--- src/rtl/xyz_pkg.sv ---
// Shared types and helpers for the xyz three-wire serial link.
// Latency: n/a (declarations only).
// Backpressure: n/a (declarations only).
// Contents: TX state enum, frame counter width, gap timer width, odd parity helper.
package xyz_pkg;

  typedef enum logic [1:0] {
    ST_IDLE  = 2'd0,
    ST_SHIFT = 2'd1,
    ST_GAP   = 2'd2
  } xyz_tx_state_e;

  localparam int XYZ_CNT_W = 16;
  localparam int XYZ_GAP_W = 4;

  // Odd parity over up to 32 bits; zero-extended inputs do not change the result.
  function automatic logic xyz_odd_parity(input logic [31:0] d);
    return ~(^d);
  endfunction

endpackage

--- src/rtl/xyz_gap_timer.sv ---
// Load / count-down timer that times inter-frame idle gaps.
// Latency: done reflects the count register, so it updates one cycle after load.
// Backpressure: none; counts every cycle once loaded.
// Ports: clk, rst_n, load (take load_val this edge), load_val[3:0], done (count <= 1).
module xyz_gap_timer
  import xyz_pkg::*;
(
  input  logic                 clk,
  input  logic                 rst_n,
  input  logic                 load,
  input  logic [XYZ_GAP_W-1:0] load_val,
  output logic                 done
);

  logic [XYZ_GAP_W-1:0] cnt_q;

  always_ff @(posedge clk or negedge rst_n) begin
    if (!rst_n) begin
      cnt_q <= '0;
    end else if (load) begin
      cnt_q <= load_val;
    end else if (cnt_q != '0) begin
      cnt_q <= cnt_q - 1'b1;
    end
  end

  // A load of N gives N cycles in the waiting state: the cycle showing 1 is the last.
  assign done = (cnt_q <= XYZ_GAP_W'(1));

endmodule

--- src/rtl/xyz_serial_tx.sv ---
// LSB-first serial transmitter driving the three-wire I link (x frame, y ready, z data).
// Latency: first bit on z one cycle after the accept edge; each bit held until y=1.
// Backpressure: in_ready only in IDLE; receiver stalls any bit by holding y low.
// Ports: clk, rst_n, in_valid/in_ready/in_data[DATA_W], ifc_I_x/ifc_I_y/ifc_I_z,
//        busy (not IDLE), frames_sent[16] (wrapping completed-frame count).
// Build option: define XYZ_TX_PARITY_EN to append an odd parity bit after the data bits.
module xyz_serial_tx
  import xyz_pkg::*;
#(
  parameter int DATA_W = 8,
  parameter int GAP    = 1
) (
  input  logic                 clk,
  input  logic                 rst_n,
  input  logic                 in_valid,
  output logic                 in_ready,
  input  logic [DATA_W-1:0]    in_data,
  output logic                 ifc_I_x,
  input  logic                 ifc_I_y,
  output logic                 ifc_I_z,
  output logic                 busy,
  output logic [XYZ_CNT_W-1:0] frames_sent
);

`ifdef XYZ_TX_PARITY_EN
  localparam int NBITS = DATA_W + 1;
`else
  localparam int NBITS = DATA_W;
`endif
  localparam int                   BCNT_W   = $clog2(DATA_W + 2);
  localparam logic [BCNT_W-1:0]    LAST_BIT = BCNT_W'(NBITS - 1);
  localparam logic [XYZ_GAP_W-1:0] GAP_LD   = XYZ_GAP_W'(GAP);

  xyz_tx_state_e        state_q, state_d;
  logic [NBITS-1:0]     shift_q;
  logic [NBITS-1:0]     load_word;
  logic [BCNT_W-1:0]    bit_cnt_q;
  logic [XYZ_CNT_W-1:0] frames_sent_q;
  logic                 rst_done_q;
  logic                 accept;
  logic                 consume;
  logic                 last_bit;
  logic                 gap_done;

`ifdef XYZ_TX_PARITY_EN
  assign load_word = {xyz_odd_parity(32'(in_data)), in_data};
`else
  assign load_word = in_data;
`endif

  // rst_done_q keeps in_ready low until the first edge after reset release.
  assign accept   = (state_q == ST_IDLE) && rst_done_q && in_valid;
  assign consume  = (state_q == ST_SHIFT) && ifc_I_y;
  assign last_bit = consume && (bit_cnt_q == LAST_BIT);

  xyz_gap_timer u_gap_timer (
    .clk      (clk),
    .rst_n    (rst_n),
    .load     (last_bit),
    .load_val (GAP_LD),
    .done     (gap_done)
  );

  always_ff @(posedge clk or negedge rst_n) begin
    if (!rst_n) begin
      state_q <= ST_IDLE;
    end else begin
      state_q <= state_d;
    end
  end

  // Next state plus outputs; outputs decode state/registers only, never y or in_valid.
  always_comb begin
    state_d  = state_q;
    in_ready = 1'b0;
    ifc_I_x  = 1'b0;
    ifc_I_z  = 1'b0;
    busy     = 1'b1;
    unique case (state_q)
      ST_IDLE: begin
        in_ready = rst_done_q;
        busy     = 1'b0;
        if (accept) state_d = ST_SHIFT;
      end
      ST_SHIFT: begin
        ifc_I_x = 1'b1;
        ifc_I_z = shift_q[0];
        if (last_bit) state_d = (GAP > 0) ? ST_GAP : ST_IDLE;
      end
      ST_GAP: begin
        if (gap_done) state_d = ST_IDLE;
      end
      default: begin
        state_d = ST_IDLE;
      end
    endcase
  end

  always_ff @(posedge clk or negedge rst_n) begin
    if (!rst_n) begin
      shift_q       <= '0;
      bit_cnt_q     <= '0;
      frames_sent_q <= '0;
      rst_done_q    <= 1'b0;
    end else begin
      rst_done_q <= 1'b1;
      if (accept) begin
        shift_q   <= load_word;
        bit_cnt_q <= '0;
      end else if (consume) begin
        shift_q   <= shift_q >> 1;
        bit_cnt_q <= bit_cnt_q + 1'b1;
      end
      if (last_bit) frames_sent_q <= frames_sent_q + 1'b1;
    end
  end

  assign frames_sent = frames_sent_q;

endmodule

--- config.mk ---
export PLATFORM = sky130hd
export DESIGN_NAME = xyz_serial_tx
export DESIGN_NICKNAME = d
export VERILOG_FILES = /design/src/rtl/xyz_pkg.sv /design/src/rtl/xyz_gap_timer.sv /design/src/rtl/xyz_serial_tx.sv
export SDC_FILE = /design/constraint.sdc
export NUM_CORES = 1
export LEC_CHECK = 0
export ABC_AREA = 1
export BUFFER_PORTS_ARGS = -buffer_cell sky130_fd_sc_hd__buf_4
export CORE_ASPECT_RATIO = 1.25
export CORE_UTILIZATION = 55
export DETAILED_ROUTE_END_ITERATION = 16
export MAX_ROUTING_LAYER = met4
export PLACE_DENSITY = 0.79
export SLEW_MARGIN = 20
export SYNTH_ARGS = -nofsm -noshare
export SYNTH_HDL_FRONTEND = slang
export SYNTH_SLANG_ARGS = --single-unit
export TNS_END_PERCENT = 10
--- constraint.sdc ---
create_clock -name clk -period 1.5 [get_ports clk]
set_input_delay 0.075 -clock clk [delete_from_list [all_inputs] [get_ports clk]]
set_output_delay 0.075 -clock clk [all_outputs]
set_load 0.01 [all_outputs]
==> impl_metrics.json, run 1 <==
{
  "yosysSeqAreaShare_pct": 48.5,
  "library_cell_with_the_highest_instance_count_after_synthesis": "sky130_fd_sc_hd__nand2_1",
  "detailedRoute.firstIterationViolations": 51,
  "cell_internal_power_dissipation_mw": 1.89,
  "clock_tree.buffer_depth": 2,
  "synth.cells.most_frequent": "sky130_fd_sc_hd__nand2_1 (55), sky130_fd_sc_hd__dfrtp_1 (35), sky130_fd_sc_hd__inv_1 (24)",
  "power.density_cell_area_mw_per_mm2": 1300,
  "postSynthNetCount": 228,
  "yosysTopAreaCellShare_pct": 48.5,
  "met2_usage_pct": 41.4,
  "clock-sinks": 35,
  "power.share.combinational_pct": 35.2,
  "grt_pass1_vias": 1464,
  "count_of_endpoints_failing_hold_in_the_final_timing_report": 0,
  "cell_taking_the_most_area_after_synthesis": "sky130_fd_sc_hd__dfrtp_1",
  "avgRoutedWirePerCell_um": 13.0,
  "num_vias": 1565,
  "grt_start_max_net_pins": 36,
  "final_net_count": 278,
  "instances_no_fill": 298,
  "vdd.ir_drop.worst_mv": 1.45,
  "met3_usage_pct": 7.82,
  "clkLatencyLatePin_ns": 0.35,
  "cp-start-kind": "flip-flop",
  "grt_remaining_overflow": 0,
  "cts_buffers": 5,
  "synthCells": 212,
  "io_pins": 32,
  "yosysWarningCount": 0,
  "max_cap_viol_count": 0,
  "fmaxAchievable_mhz": 695,
  "fp.coreArea_mm2": 0.00303,
  "final.setup_skew_ns": 0.0193,
  "setup_repair_after_global_routing_missed_its_margin": "true",
  "die_w_um": 53.2,
  "regToRegStartpoint": "bit_cnt_q[0]$_DFFE_PN0P_",
  "status": "finished clean",
  "layout-area-overhead-vs-synth_pct": 26.5,
  "grt_pass1_wl_mm": 6.59,
  "grt_antenna_before_repair": 0,
  "worst-endpoint-required_ns": 1.77,
  "cts.htree.levels": 2,
  "worstSetupPathType": "flip-flop to flip-flop",
  "critical_path.reg2reg.endpoint": "u_gap_timer.cnt_q[1]$_DFFE_PN0P_",
  "tritoncts_clock_tree": "built",
  "synth_flop_cell": "sky130_fd_sc_hd__dfrtp_1",
  "dr.pass1.iters": 4,
  "dpl_cells": 278,
  "num_rows": 22,
  "use_met1_pct": 33.4,
  "power.net_switching_mw": 1.09,
  "ant_nets": 0,
  "preCtsSetupSlack_ns": 0.0332,
  "synth_cell_area_mm2": 0.00180,
  "total_leakage_power_nw": 1.16,
  "detailed_place_hpwl_mm": 2.55,
  "crit_path_max_fanout": 9,
  "die_h_um": 66.0,
  "wl_mm": 3.87,
  "swShare_pct": 36.5,
  "count_of_antenna_diodes_in_the_layout": 0,
  "hold_path_depth": 4,
  "layout_min_cycle_time_ns": 1.44,
  "postLayoutCoreUtil_pct": 75.4,
  "grt-busiest-layer": "met2",
  "routabilityCongestion": 0.866,
  "postLayoutCellArea_mm2": 0.00228,
  "post_synth_num_cell_types": 33,
  "sequentialPowerShare_pct": 47.1,
  "drcViolationCount": 0,
  "total_routing_usage_gr_pct": 27.4,
  "worst-r2r-setup-slack_ns": 0.06,
  "layout-drive-gt1-share_pct": 23.3,
  "synth-seq-cells": 35,
  "synth_edf_count": 0,
  "fin_worst_hold_slack_ns": 0.187,
  "place_area_mm2": 0.00207,
  "synth_async_sr_flop_share_pct": 100,
  "synth_area_per_cell_um2": 8.51,
  "port_buffers": 31,
  "cts.reportedPaths.clkPinSlew_ns": 0.10,
  "arrival_time_reported_for_the_critical_path_endpoint_ns": 1.71,
  "share_of_the_clock_period_used_by_the_worst_path_after_layout_pct": 95.9,
  "cts_root_buf": "sky130_fd_sc_hd__clkbuf_4",
  "power.clock.fraction_pct": 17.8,
  "finalWorstSetupSlack_ns": 0.0615,
  "initial_utilization_pct": 59.6,
  "setup_viol_count_final": 0,
  "routed_via_density": 5.25,
  "dieArea_mm2": 0.00352,
  "r2r_cells": 6,
  "filler_cell_count": 225,
  "timing.hold.worst_endpoint": "shift_q[1]$_DFFE_PN0P_",
  "start_point_of_the_worst_min_delay_path": "ifc_I_y",
  "finalMaxSlewViolations": 0,
  "ys_top_cells_by_area": "sky130_fd_sc_hd__dfrtp_1 (49%), sky130_fd_sc_hd__nand2_1 (11%), sky130_fd_sc_hd__inv_1 (5.0%)",
  "timing.critical_path.to_type": "flip-flop",
  "hp-class": "input port to flip-flop"
}
[metal layers]
layer / vias up / routed length [µm]
met4: 0 / 116
li1: 772 / -
met1: 738 / 1710
met3: 8 / 175
met2: 47 / 1870
met5: - / 0
[area by class of cell]
cell class / count / area, µm² / area share [%]
inverters: 27 / 101 / 4.44
clock inverters: 1 / 5.00 / 0.219
multi-input cells: 147 / 823 / 36.1
repair buffers: 46 / 380 / 16.7
clock buffers: 6 / 51.3 / 2.25
flip-flops and latches: 35 / 876 / 38.4
well taps: 36 / 45.0 / 1.97
[state kept, by name (all words and copies together), names as in the netlist]
signal	flops
frames_sent	16
shift_q	8
bit_cnt_q	4
u_gap_timer.cnt_q	4
state_q	2
rst_done_q	1
[worst max path at each step]
stage | start | to | slack [ns] | cells past startpoint
floorplan | u_gap_timer.cnt_q[0]$_DFFE_PN0P_ | u_gap_timer.cnt_q[0]$_DFFE_PN0P_ | 0.22 | 6
global placement | u_gap_timer.cnt_q[0]$_DFFE_PN0P_ | u_gap_timer.cnt_q[0]$_DFFE_PN0P_ | 0.11 | 6
detailed placement | u_gap_timer.cnt_q[0]$_DFFE_PN0P_ | u_gap_timer.cnt_q[0]$_DFFE_PN0P_ | 0.03 | 6
CTS | bit_cnt_q[0]$_DFFE_PN0P_ | frames_sent[10]$_DFFE_PN0P_ | 0.04 | 8
global route | state_q[0]$_DFFE_PN0P_ | bit_cnt_q[1]$_DFFE_PN0P_ | -0.01 | 5
finish | bit_cnt_q[0]$_DFFE_PN0P_ | u_gap_timer.cnt_q[1]$_DFFE_PN0P_ | 0.06 | 6
[power groups by stage]
stage	Sequential (mW)	Clock [mW]	Combinational, mW
after floorplan	1.37	0	0.669
after global placement	1.39	0	0.927
after detailed placement	1.40	0	0.956
after CTS	1.39	0.549	0.999
after global routing	1.44	0.586	1.19
final	1.40	0.529	1.05
[repair_timing]
action,4_1_cts,5_1_grt
setup endpoints to repair,1,12
pin swaps,0,1
hold buffers,9,0
hold endpoints to repair,43,0
buffers inserted,0,4
resized for setup,1,5
[worst max-delay path, stage by stage (launching register included)]
cell	delay [ns]
sky130_fd_sc_hd__dfrtp_1	0.42
sky130_fd_sc_hd__ha_2	0.23
sky130_fd_sc_hd__nand3_4	0.12
sky130_fd_sc_hd__nor2_8	0.06
sky130_fd_sc_hd__buf_12	0.13
sky130_fd_sc_hd__or2_2	0.29
sky130_fd_sc_hd__o22ai_1	0.11
[logic make-up (layout without fill, tap and decap cells)]
kind of cell	count (synthesis)	after routing	synth area share, %
DFF	35	35	48.5
AOI/OAI and AO/OA	28	28	8.18
xor gates and xnor gates	11	11	5.76
buffers and inverters	30	80	7.28
other	1	1	0.208
and+or+nand+nor	103	103	27.3
adders and majority gates	4	4	2.77
[layout by cell type, fill, tap and decap left out, types with 3 or more instances in the layout]
master and instances:
sky130_fd_sc_hd__buf_4 36, sky130_fd_sc_hd__xor2_1 3, sky130_fd_sc_hd__o21ai_0 17, sky130_fd_sc_hd__nand2_2 3
sky130_fd_sc_hd__nand2_1 54, sky130_fd_sc_hd__nand4_1 5, sky130_fd_sc_hd__dlygate4sd3_1 9, sky130_fd_sc_hd__xnor2_1 7
sky130_fd_sc_hd__clkbuf_4 5, sky130_fd_sc_hd__o21ai_1 5, sky130_fd_sc_hd__nand3_1 9, sky130_fd_sc_hd__dfrtp_1 35
sky130_fd_sc_hd__inv_1 24, sky130_fd_sc_hd__nor2_1 19
[through the flow]
stage | power [mW] | setup TNS, ns
2_1_floorplan | 2.04 | 0
3_3_place_gp | 2.31 | 0
3_5_place_dp | 2.36 | 0
4_1_cts | 2.94 | 0
5_1_grt | 3.22 | -0.0126
6_report | 2.98 | 0
Note: power is estimated with default switching activity, not from simulation.
==> run 2: changes to the inputs <==
--- a/config.mk
+++ b/config.mk
@@ -8,6 +8,7 @@
 export ABC_AREA = 1
 export BUFFER_PORTS_ARGS = -buffer_cell sky130_fd_sc_hd__buf_4
 export CORE_ASPECT_RATIO = 1.25
+export CORE_MARGIN = 2
 export CORE_UTILIZATION = 55
 export DETAILED_ROUTE_END_ITERATION = 16
 export MAX_ROUTING_LAYER = met4
==> impl_metrics.json, run 2 (synthesized netlist as in run 1, its figures left out) <==
{
  "final.setup_skew_ns": 0.00571,
  "crit_path_max_fanout": 16,
  "num_rows": 23,
  "layout_common_cells": "sky130_fd_sc_hd__nand2_1 (55), sky130_fd_sc_hd__dfrtp_1 (35), sky130_fd_sc_hd__buf_4 (34), sky130_fd_sc_hd__inv_1 (24), sky130_fd_sc_hd__nor2_1 (18)",
  "finalMaxSlewViolations": 0,
  "instances_no_fill": 287,
  "power.density_cell_area_mw_per_mm2": 1370,
  "initial_utilization_pct": 57.0,
  "dpl_cells": 280,
  "ant_nets": 0,
  "grt_pass1_wl_mm": 6.01,
  "share_of_the_clock_period_used_by_the_worst_path_after_layout_pct": 96.4,
  "detailedRoute.firstIterationViolations": 62,
  "fp.coreArea_mm2": 0.00317,
  "hold_path_depth": 3,
  "critical_path.reg2reg.endpoint": "frames_sent[10]$_DFFE_PN0P_",
  "wl_mm": 3.47,
  "mostFrequentLayoutCell": "sky130_fd_sc_hd__nand2_1",
  "layout-drive-gt1-share_pct": 22.0,
  "routed_via_density": 5.22,
  "grt_start_max_net_pins": 36,
  "count_of_antenna_diodes_in_the_layout": 0,
  "worstSetupPathDepth": 8,
  "cp-startpoint": "bit_cnt_q[0]$_DFFE_PN0P_",
  "hp-class": "input port to flip-flop",
  "path_delay_family": "simple AND/OR/NAND/NOR gates",
  "cts_buffers": 5,
  "layout_min_cycle_time_ns": 1.45,
  "layout-area-overhead-vs-synth_pct": 20.2,
  "postLayoutCellArea_mm2": 0.00217,
  "grt_antenna_before_repair": 0,
  "timing.critical_path.buf_inv": 1,
  "io_pins": 32,
  "regToRegStartpoint": "bit_cnt_q[0]$_DFFE_PN0P_",
  "final_net_count": 267,
  "total_leakage_power_nw": 1.11,
  "die_w_um": 55.2,
  "largest_register_ffs": 16,
  "status": "finished clean",
  "place_area_mm2": 0.00208,
  "setup_viol_count_final": 0,
  "start_point_of_the_worst_min_delay_path": "in_data[5]",
  "worst-r2r-setup-slack_ns": 0.05,
  "worstSetupPathType": "flip-flop to flip-flop",
  "r2r_cells": 8,
  "timing.critical_path.to_type": "flip-flop",
  "slowest_delay_ns": 0.38,
  "grt_pass1_vias": 1457,
  "cts.htree.levels": 2,
  "timing.critical_path.mode_cell": "sky130_fd_sc_hd__nand2_1",
  "port_buffers": 31,
  "dieArea_mm2": 0.00376,
  "detailed_place_hpwl_mm": 2.53,
  "drcViolationCount": 0,
  "crit_path_cell_trace": "ha_2 -> nand3_2 -> nor2_8 -> nand2_2 -> clkinv_1 -> nand2_1 -> nand2_1 -> nand2_1",
  "setup_repair_after_global_routing_missed_its_margin": "true",
  "postCtsSetupBuffers": 0,
  "cpMaxStageDelayCell": "sky130_fd_sc_hd__dfrtp_1",
  "dr.max_layer_used": "met4",
  "routed-wl-met2_mm": 1.75,
  "clock_tree.buffer_depth": 2,
  "cts_root_buf": "sky130_fd_sc_hd__clkbuf_8",
  "num_vias": 1499,
  "max_cap_viol_count": 0,
  "totalNegativeSetupSlack_ns": 0,
  "tritoncts_clock_tree": "built",
  "total_routing_usage_gr_pct": 20.6,
  "routabilityCongestion": 0.808,
  "grt_remaining_overflow": 0,
  "fmaxAchievable_mhz": 691,
  "met3_routed_length_um": 141,
  "avgRoutedWirePerCell_um": 12.1,
  "cp-start-kind": "flip-flop",
  "count_of_endpoints_failing_hold_in_the_final_timing_report": 0,
  "clkLatencyLatePin_ns": 0.28,
  "detail_route.wirelength.met1_mm": 1.54,
  "worst-endpoint-required_ns": 1.67,
  "arrival_time_reported_for_the_critical_path_endpoint_ns": 1.62,
  "cts.reportedPaths.clkPinSlew_ns": 0.07,
  "vdd.ir_drop.worst_mv": 1.06,
  "dr.pass1.iters": 4,
  "die_h_um": 68.0,
  "clock-sinks": 35,
  "timing.hold.worst_endpoint": "shift_q[5]$_DFFE_PN0P_"
}
run 2: routing by layer:
metal,track usage (%),vias up
met5,-,-
met4,7.62,0
met3,3.40,4
met2,36.6,36
met1,23.9,709
li1,-,750
run 2: power by group:
part           internal, mW  switching, mW
Clock                 0.309          0.305
Combinational         0.431          0.533
Sequential             1.20          0.186
run 2: worst register-to-register path, cell delays in order, from the launching register on:
cell and delay, ns:
sky130_fd_sc_hd__dfrtp_1 0.38, sky130_fd_sc_hd__ha_2 0.21, sky130_fd_sc_hd__nand3_2 0.14, sky130_fd_sc_hd__nor2_8 0.24, sky130_fd_sc_hd__nand2_2 0.12, sky130_fd_sc_hd__clkinv_1 0.08
sky130_fd_sc_hd__nand2_1 0.06, sky130_fd_sc_hd__nand2_1 0.06, sky130_fd_sc_hd__nand2_1 0.04
run 2: cell type report:
class	instances	area [µm²]
timing repair buffer	35	265
sequential	35	876
tap	37	46.3
inverter	27	101
fill	266	997
clock buffer	6	72.6
multi-input combinational	147	807
run 2: what timing repair did:
item                                    4_1_cts  5_1_grt
hold buffers                                  1        0
endpoints found under the setup margin        0        5
hold endpoints to repair                     35        0
gates resized for setup                       0        3
run 2: how the worst max path moves through the flow:
stage                                             to  slack (ns)
floorplan           u_gap_timer.cnt_q[0]$_DFFE_PN0P_        0.22
global placement    u_gap_timer.cnt_q[0]$_DFFE_PN0P_        0.10
global route             frames_sent[10]$_DFFE_PN0P_       -0.03
finish                   frames_sent[10]$_DFFE_PN0P_        0.05
detailed placement       frames_sent[10]$_DFFE_PN0P_        0.04
CTS                      frames_sent[10]$_DFFE_PN0P_        0.04
run 2: stage by stage:
stage	utilization, %	total power [mW]	setup WS, ns	hold slack (ns)
after detailed placement	65.6	2.36	0.0374	0.0539
after global routing	68.5	3.19	-0.0284	0.0330
final	68.5	2.96	0.0537	0.0154
after global placement	65.6	2.32	0.104	0.0480
after CTS	68.2	2.98	0.0397	0.0165
after floorplan	-	2.04	0.218	-0.221
